--- config.mk ---
export PLATFORM = sky130hd
export DESIGN_NAME = branch_resolve_queue_flat
export DESIGN_NICKNAME = d
export VERILOG_FILES = /design/src/rtl/branch_resolve_queue_if.sv /design/src/rtl/branch_resolve_queue.sv /design/src/flat_wrapper.sv
export SDC_FILE = /design/constraint.sdc
export NUM_CORES = 1
export LEC_CHECK = 0
export ABC_AREA = 1
export BUFFER_PORTS_ARGS = -buffer_cell sky130_fd_sc_hd__buf_2
export CAP_MARGIN = 20
export CELL_PAD_IN_SITES_DETAIL_PLACEMENT = 0
export CELL_PAD_IN_SITES_GLOBAL_PLACEMENT = 1
export CORE_UTILIZATION = 45
export CTS_BUF_LIST = sky130_fd_sc_hd__clkbuf_4 sky130_fd_sc_hd__clkbuf_8
export CTS_CLUSTER_DIAMETER = 80
export CTS_CLUSTER_SIZE = 10
export DETAILED_ROUTE_END_ITERATION = 16
export GPL_ROUTABILITY_DRIVEN = 1
export MAX_ROUTING_LAYER = met4
export PLACE_DENSITY_LB_ADDON = 0.1
export RECOVER_POWER = 100
export SLEW_MARGIN = 10
export SYNTH_ARGS = -nofsm -noshare
export SYNTH_HDL_FRONTEND = slang
export SYNTH_SLANG_ARGS = --single-unit
--- constraint.sdc ---
create_clock -name CLK -period 8.75 [get_ports CLK]
set_clock_uncertainty 0.1 [all_clocks]
set_input_delay 0.4375 -clock CLK [delete_from_list [all_inputs] [get_ports CLK]]
set_output_delay 0.4375 -clock CLK [all_outputs]
set_load 0.1 [all_outputs]
--- src/rtl/branch_resolve_queue_if.sv ---
// -----------------------------------------------------------------------------
// branch_resolve_queue_if
//
// Bundles the signals between the execute stage, the branch resolve queue and
// the global branch predictor's update port.
//
//   slave  modport : the queue's view. Resolve_* and Update_ready_IN come in;
//                    ready/valid, head entry, mispredict pulse, occupancy and
//                    statistics go out.
//   master modport : the surrounding logic's view (EXE + predictor), with
//                    every direction reversed.
//
// Parameters must match those of the branch_resolve_queue that uses the
// interface.
// -----------------------------------------------------------------------------
interface branch_resolve_queue_if #(
  parameter int DEPTH = 4,
  parameter int CNT_W = 16
);
  localparam int OCC_W = $clog2(DEPTH) + 1;

  // EXE -> queue
  logic              Resolve_valid_IN;
  logic [31:0]       Resolve_addr_IN;
  logic              Resolve_taken_IN;
  logic              Resolve_pred_IN;
  logic              Resolve_ready_OUT;

  // queue -> predictor
  logic              Update_valid_OUT;
  logic [31:0]       Update_addr_OUT;
  logic              Update_taken_OUT;
  logic              Update_ready_IN;

  // status / statistics
  logic              Mispredict_OUT;
  logic [OCC_W-1:0]  Count_OUT;
  logic [CNT_W-1:0]  Branch_count_OUT;
  logic [CNT_W-1:0]  Mispredict_count_OUT;

  modport slave (
    input  Resolve_valid_IN, Resolve_addr_IN, Resolve_taken_IN, Resolve_pred_IN,
    input  Update_ready_IN,
    output Resolve_ready_OUT,
    output Update_valid_OUT, Update_addr_OUT, Update_taken_OUT,
    output Mispredict_OUT, Count_OUT, Branch_count_OUT, Mispredict_count_OUT
  );

  modport master (
    output Resolve_valid_IN, Resolve_addr_IN, Resolve_taken_IN, Resolve_pred_IN,
    output Update_ready_IN,
    input  Resolve_ready_OUT,
    input  Update_valid_OUT, Update_addr_OUT, Update_taken_OUT,
    input  Mispredict_OUT, Count_OUT, Branch_count_OUT, Mispredict_count_OUT
  );
endinterface

--- src/rtl/branch_resolve_queue.sv ---
// -----------------------------------------------------------------------------
// branch_resolve_queue
//
// Circular FIFO of resolved conditional branches {addr, taken} between EXE
// branch resolution and the global predictor's update port. Absorbs bursts of
// resolutions, hands the predictor one entry per cycle, pulses a registered
// mispredict flag and keeps saturating branch / mispredict counters.
//
// Ports:
//   CLK   : clock, all state changes on posedge
//   RESET : asynchronous, active-high; clears pointers, occupancy, counters
//           and the mispredict pulse (storage contents are left as they are)
//   bus   : branch_resolve_queue_if.slave
//     Resolve_valid/addr/taken/pred_IN, Resolve_ready_OUT : EXE side
//     Update_valid/addr/taken_OUT, Update_ready_IN        : predictor side
//     Mispredict_OUT                                      : 1-cycle pulse
//     Count_OUT                                           : occupancy
//     Branch_count_OUT, Mispredict_count_OUT              : saturating stats
//
// Every output is driven from registered state only, so there is no
// combinational path from an input to an output. Address 0 means "no update"
// to the predictor, so such a resolution is handshaken but dropped.
// -----------------------------------------------------------------------------
module branch_resolve_queue #(
  parameter int DEPTH = 4,
  parameter int CNT_W = 16
) (
  input  logic                  CLK,
  input  logic                  RESET,
  branch_resolve_queue_if.slave bus
);
  localparam int PTR_W = $clog2(DEPTH);
  localparam int OCC_W = PTR_W + 1;

  typedef struct packed {
    logic [31:0] addr;
    logic        taken;
  } entry_t;

  // ---------------------------------------------------------------------------
  // State
  // ---------------------------------------------------------------------------
  entry_t            mem_q [DEPTH];
  logic [PTR_W-1:0]  wr_ptr_q,      wr_ptr_d;
  logic [PTR_W-1:0]  rd_ptr_q,      rd_ptr_d;
  logic [OCC_W-1:0]  count_q,       count_d;
  logic [CNT_W-1:0]  branch_cnt_q,  branch_cnt_d;
  logic [CNT_W-1:0]  mispred_cnt_q, mispred_cnt_d;
  logic              mispred_q,     mispred_d;

  logic   full;
  logic   empty;
  logic   enq_fire;
  logic   deq_fire;
  logic   is_mispred;
  entry_t head;

  // Ready/valid come from the registered occupancy only: a dequeue while full
  // does not reopen ready until the following cycle.
  assign full     = (count_q == OCC_W'(DEPTH));
  assign empty    = (count_q == '0);

  // A zero address completes the handshake but is neither stored nor counted.
  assign enq_fire   = bus.Resolve_valid_IN && !full && (bus.Resolve_addr_IN != 32'h0);
  assign deq_fire   = !empty && bus.Update_ready_IN;
  assign is_mispred = (bus.Resolve_taken_IN != bus.Resolve_pred_IN);

  assign head = mem_q[rd_ptr_q];

  // ---------------------------------------------------------------------------
  // Next-state logic
  // ---------------------------------------------------------------------------
  // NOTE: every always_comb output gets a default before any branch so that no
  // path leaves it unassigned, which would otherwise infer a latch.
  always_comb begin
    wr_ptr_d      = wr_ptr_q;
    rd_ptr_d      = rd_ptr_q;
    count_d       = count_q;
    branch_cnt_d  = branch_cnt_q;
    mispred_cnt_d = mispred_cnt_q;
    mispred_d     = 1'b0;

    // DEPTH is a power of two, so natural pointer overflow is the modulo wrap.
    if (enq_fire) begin
      wr_ptr_d = wr_ptr_q + PTR_W'(1);
    end
    if (deq_fire) begin
      rd_ptr_d = rd_ptr_q + PTR_W'(1);
    end

    unique case ({enq_fire, deq_fire})
      2'b10:   count_d = count_q + OCC_W'(1);
      2'b01:   count_d = count_q - OCC_W'(1);
      default: count_d = count_q;
    endcase

    if (enq_fire) begin
      mispred_d = is_mispred;
      if (branch_cnt_q != '1) begin
        branch_cnt_d = branch_cnt_q + CNT_W'(1);
      end
      if (is_mispred && (mispred_cnt_q != '1)) begin
        mispred_cnt_d = mispred_cnt_q + CNT_W'(1);
      end
    end
  end

  // ---------------------------------------------------------------------------
  // Control registers
  // ---------------------------------------------------------------------------
  // NOTE: sequential state is assigned with non-blocking (<=) so all flops
  // sample their _d values from the same pre-edge snapshot.
  always_ff @(posedge CLK or posedge RESET) begin
    if (RESET) begin
      wr_ptr_q      <= '0;
      rd_ptr_q      <= '0;
      count_q       <= '0;
      branch_cnt_q  <= '0;
      mispred_cnt_q <= '0;
      mispred_q     <= 1'b0;
    end else begin
      wr_ptr_q      <= wr_ptr_d;
      rd_ptr_q      <= rd_ptr_d;
      count_q       <= count_d;
      branch_cnt_q  <= branch_cnt_d;
      mispred_cnt_q <= mispred_cnt_d;
      mispred_q     <= mispred_d;
    end
  end

  // ---------------------------------------------------------------------------
  // Storage
  // ---------------------------------------------------------------------------
  // NOTE: the entry array is deliberately not reset; occupancy gates every
  // read, so stale contents are never observable and the array can map to
  // plain RAM/flops without a reset network.
  always_ff @(posedge CLK) begin
    if (enq_fire) begin
      mem_q[wr_ptr_q] <= '{addr: bus.Resolve_addr_IN, taken: bus.Resolve_taken_IN};
    end
  end

  // ---------------------------------------------------------------------------
  // Outputs
  // ---------------------------------------------------------------------------
  assign bus.Resolve_ready_OUT    = !full;
  assign bus.Update_valid_OUT     = !empty;
  assign bus.Update_addr_OUT      = empty ? 32'h0 : head.addr;
  assign bus.Update_taken_OUT     = empty ? 1'b0  : head.taken;
  assign bus.Mispredict_OUT       = mispred_q;
  assign bus.Count_OUT            = count_q;
  assign bus.Branch_count_OUT     = branch_cnt_q;
  assign bus.Mispredict_count_OUT = mispred_cnt_q;

endmodule

--- src/flat_wrapper.sv ---
// flat-port wrapper written by rule: the top's interface ports become plain ports
module branch_resolve_queue_flat 
#(
  parameter int DEPTH = 4,
  parameter int CNT_W = 16
)
  (CLK, RESET, bus_Resolve_valid_IN, bus_Resolve_addr_IN, bus_Resolve_taken_IN, bus_Resolve_pred_IN, bus_Update_ready_IN, bus_Resolve_ready_OUT, bus_Update_valid_OUT, bus_Update_addr_OUT, bus_Update_taken_OUT, bus_Mispredict_OUT, bus_Count_OUT, bus_Branch_count_OUT, bus_Mispredict_count_OUT);
  branch_resolve_queue_if #(.DEPTH(DEPTH), .CNT_W(CNT_W)) bus_i ();
  input  logic CLK;
  input  logic RESET;
  input wire logic [$bits(bus_i.Resolve_valid_IN)-1:0] bus_Resolve_valid_IN;
  input wire logic [$bits(bus_i.Resolve_addr_IN)-1:0] bus_Resolve_addr_IN;
  input wire logic [$bits(bus_i.Resolve_taken_IN)-1:0] bus_Resolve_taken_IN;
  input wire logic [$bits(bus_i.Resolve_pred_IN)-1:0] bus_Resolve_pred_IN;
  input wire logic [$bits(bus_i.Update_ready_IN)-1:0] bus_Update_ready_IN;
  output wire logic [$bits(bus_i.Resolve_ready_OUT)-1:0] bus_Resolve_ready_OUT;
  output wire logic [$bits(bus_i.Update_valid_OUT)-1:0] bus_Update_valid_OUT;
  output wire logic [$bits(bus_i.Update_addr_OUT)-1:0] bus_Update_addr_OUT;
  output wire logic [$bits(bus_i.Update_taken_OUT)-1:0] bus_Update_taken_OUT;
  output wire logic [$bits(bus_i.Mispredict_OUT)-1:0] bus_Mispredict_OUT;
  output wire logic [$bits(bus_i.Count_OUT)-1:0] bus_Count_OUT;
  output wire logic [$bits(bus_i.Branch_count_OUT)-1:0] bus_Branch_count_OUT;
  output wire logic [$bits(bus_i.Mispredict_count_OUT)-1:0] bus_Mispredict_count_OUT;
  assign bus_i.Resolve_valid_IN = bus_Resolve_valid_IN;
  assign bus_i.Resolve_addr_IN = bus_Resolve_addr_IN;
  assign bus_i.Resolve_taken_IN = bus_Resolve_taken_IN;
  assign bus_i.Resolve_pred_IN = bus_Resolve_pred_IN;
  assign bus_i.Update_ready_IN = bus_Update_ready_IN;
  assign bus_Resolve_ready_OUT = bus_i.Resolve_ready_OUT;
  assign bus_Update_valid_OUT = bus_i.Update_valid_OUT;
  assign bus_Update_addr_OUT = bus_i.Update_addr_OUT;
  assign bus_Update_taken_OUT = bus_i.Update_taken_OUT;
  assign bus_Mispredict_OUT = bus_i.Mispredict_OUT;
  assign bus_Count_OUT = bus_i.Count_OUT;
  assign bus_Branch_count_OUT = bus_i.Branch_count_OUT;
  assign bus_Mispredict_count_OUT = bus_i.Mispredict_count_OUT;
  branch_resolve_queue #(.DEPTH(DEPTH), .CNT_W(CNT_W)) u_core (.CLK(CLK), .RESET(RESET), .bus(bus_i));
endmodule
==> results.tsv <==
stage	metric	value	unit
clock_tree	clk_latency	450	ps
final_layout	syn2layout_area_growth	12.6	%
synthesis	yosysWarnings	0	
outcome	status	complete, but fails checks	
clock_tree	post_cts_buffers	0	
sta	slew_viol_final	188	
sta	tightest_slew	3100	ps
critical_path	critPathMaxFanout	33	
clock_tree	hold_buffers	0	
critical_path	endpoint_kind	flop	
synthesis	syn-num-nets	843	
final_layout	layout_commonest_cell	nor2_1	
sta	hold_violations	0	
sta	fmax	0.216	GHz
clock_tree	cts_tree	built	
grt	grt_pass1_vias	5741	
clock_tree	numCtsBuffers	17	
critical_path	startpoint_type	flop	
final_layout	multi_input_area	2550	um2
placement	portBuffers	108	
drt	first_pass_iters	5	
placement	place.gp.congestion	0.778	
clock_tree	clkSinkCount	172	
sta	finalCritPeriodShare	52.9	%
sta	finalSetupViolations	0	
drt	routedWlPerCell	15.9	um
sta	grt_setup_unrepaired	no	
die	die_y	134	um
outcome	violations	capacitance limit, slew limit	
critical_path	cp_slowest_stage_delay	2350	ps
die	ioPinCount	109	
clock_tree	clkTransAtPathRegs	90	ps
sta	fin_setup_tns	0	ps
job	drv_cap	6	
die	start_util	45.8	%
placement	dp_hpwl	11000	um
synthesis	ys_seq_elements	172	
critical_path	path_cells	inv_1 > nand3_1 > nand2_1 > inv_1 > nand2_1 > nor2_1	
sta	fin_crit	4630	ps
grt	grt_util_all_layers	21.5	%
synthesis	synth_largest_area_cell	edfxtp_1	
final_layout	fillCellCount	1676	
critical_path	slowest_stage	nor2_1	
drt	wl	18100	um
grt	antenna_found_initial	0	
clock_tree	cts_buffer_depth	2	
die	row_count	48	
synthesis	yosysTopAreaCellShare	50.3	%
drt	vias	5911	
drt	drt_iter0_drc	319	
drt	drc	0	
final_layout	drive_above_1_share	5.60	%
drt	drt-vias-per-instance	5.20	
synthesis	synth.distinct_cells	26	
grt	grt_pass1_wl	28700	um
die	core-area	17200	um2
drt	final_antenna_net_count	0	
synthesis	syn_inst	797	
critical_path	crit_arrival	4530	ps
final_layout	final_cell_mix	nor2_1, nand2_1, edfxtp_1, clkbuf_1, o21ai_0	
clock_tree	post_cts_resized	0	
final_layout	seqCellArea	4970	um2
clock_tree	h-tree-depth	4	
synthesis	ys_seq_area_share	63.0	%
sta	slew_headroom	-107	%
grt	grt_max_degree	69	
worst_hold_path	hold_path_class	in2reg	
critical_path	crit_type	reg2reg	
synthesis	synthTopCellsByArea	edfxtp_1, dfrtp_1, nor2_1	
clock_tree	root_buffer	clkbuf_8	
final_layout	n_antenna_cell	0	
critical_path	required	8650	ps
synthesis	syn_area	7880	um2
synthesis	syn_area_per_cell	9.88	um2
die	fp.dieW	134	um
die	die_area	18000	um2
grt	overflow	0	
final_layout	num-nets-final	944	
[per-stage QoR]
step	area [um2]	setup WS [ps]	cells	utilization [%]	hold slack [ps]
finish	8870	4120	1136	51.6	178
global route	8870	3670	1136	51.6	153
CTS	9080	5170	1134	52.9	3.59
detailed placement	8630	5190	1102	50.3	434
global placement	8610	5260	1101	50.1	424
floorplan	7880	4240	797	-	404
[cell type report]
class,count,share of cell area (%)
repair buffers,117,5.18
inverters,44,1.86
clock buffers,17,2.64
well taps,225,3.18
flip-flops and latches,172,56.0
clock inverters,15,2.40
multi-input cells,546,28.7
[registers in the layout (all words and copies together), names as in the netlist]
register	flops
u_core.bus.Count_OUT	3
u_core.mem_q	132
u_core.rd_ptr_q	2
u_core.bus.Branch_count_OUT	16
u_core.bus.Mispredict_count_OUT	16
u_core.wr_ptr_q	2
u_core.bus.Mispredict_OUT	1
[synthesized netlist by cell type, drive strengths merged]
library cell	n
nor2	192
nand2	156
edfxtp	132
o21ai	72
inv	43
dfrtp	40
nand4	37
a21oi	34
nand3	25
clkbuf	20
buf	15
xor2	10
ha	7
nand3b	5
xnor2	5
nor3	2
clkinv	1
fa	1
[kinds of logic (layout without fill, tap and decap cells)]
logic type,Yosys count,after routing,synth area share [%]
DFF,172,172,63.0
xor gates and xnor gates,15,15,1.67
and+or+nand+nor,417,417,23.0
adders and majority gates,8,8,1.37
buffers and inverters,79,193,4.23
AOI/OAI and AO/OA,106,106,6.74
[per-layer routing]
layer | share of wire [%] | routed length [um] | global-route usage (%) | up-vias
li1 | - | - | - | 2897
met3 | 3.7 | 671 | 3.17 | 22
met5 | 0 | 0 | - | -
met2 | 51 | 9300 | 37.2 | 140
met4 | 1.7 | 316 | 7.62 | 0
met1 | 43 | 7780 | 25.6 | 2852
[worst max-delay path, delay by kind of cell (launching register included)]
family | cells | cell delay (ps)
AND/OR/NAND/NOR | 4 | 2850
buffers and inverters | 2 | 790
flip-flops | 1 | 420
[final timing paths]
| path | startpoint | endpoint | slack [ps] | depth (start not counted) |
|---|---|---|---|---|
| min in group asynchronous | RESET | u_core.bus.Mispredict_count_OUT[7] | 720 | 3 |
| worst max-delay path | u_core.bus.Count_OUT[0] | u_core.mem_q[0][2] | 4120 | 6 |
| worst max register to register | u_core.bus.Count_OUT[0] | u_core.mem_q[0][2] | 4120 | 6 |
| worst min register to register | u_core.bus.Count_OUT[2] | u_core.bus.Count_OUT[2] | 430 | 1 |
| max in group asynchronous | RESET | u_core.rd_ptr_q[0] | 6340 | 3 |
| worst min-delay path | bus_Resolve_addr_IN[17] | u_core.mem_q[0][18] | 180 | 1 |
Power is not shown: default switching activity piles up to over one toggle a cycle in this logic, so the estimate is an artifact.
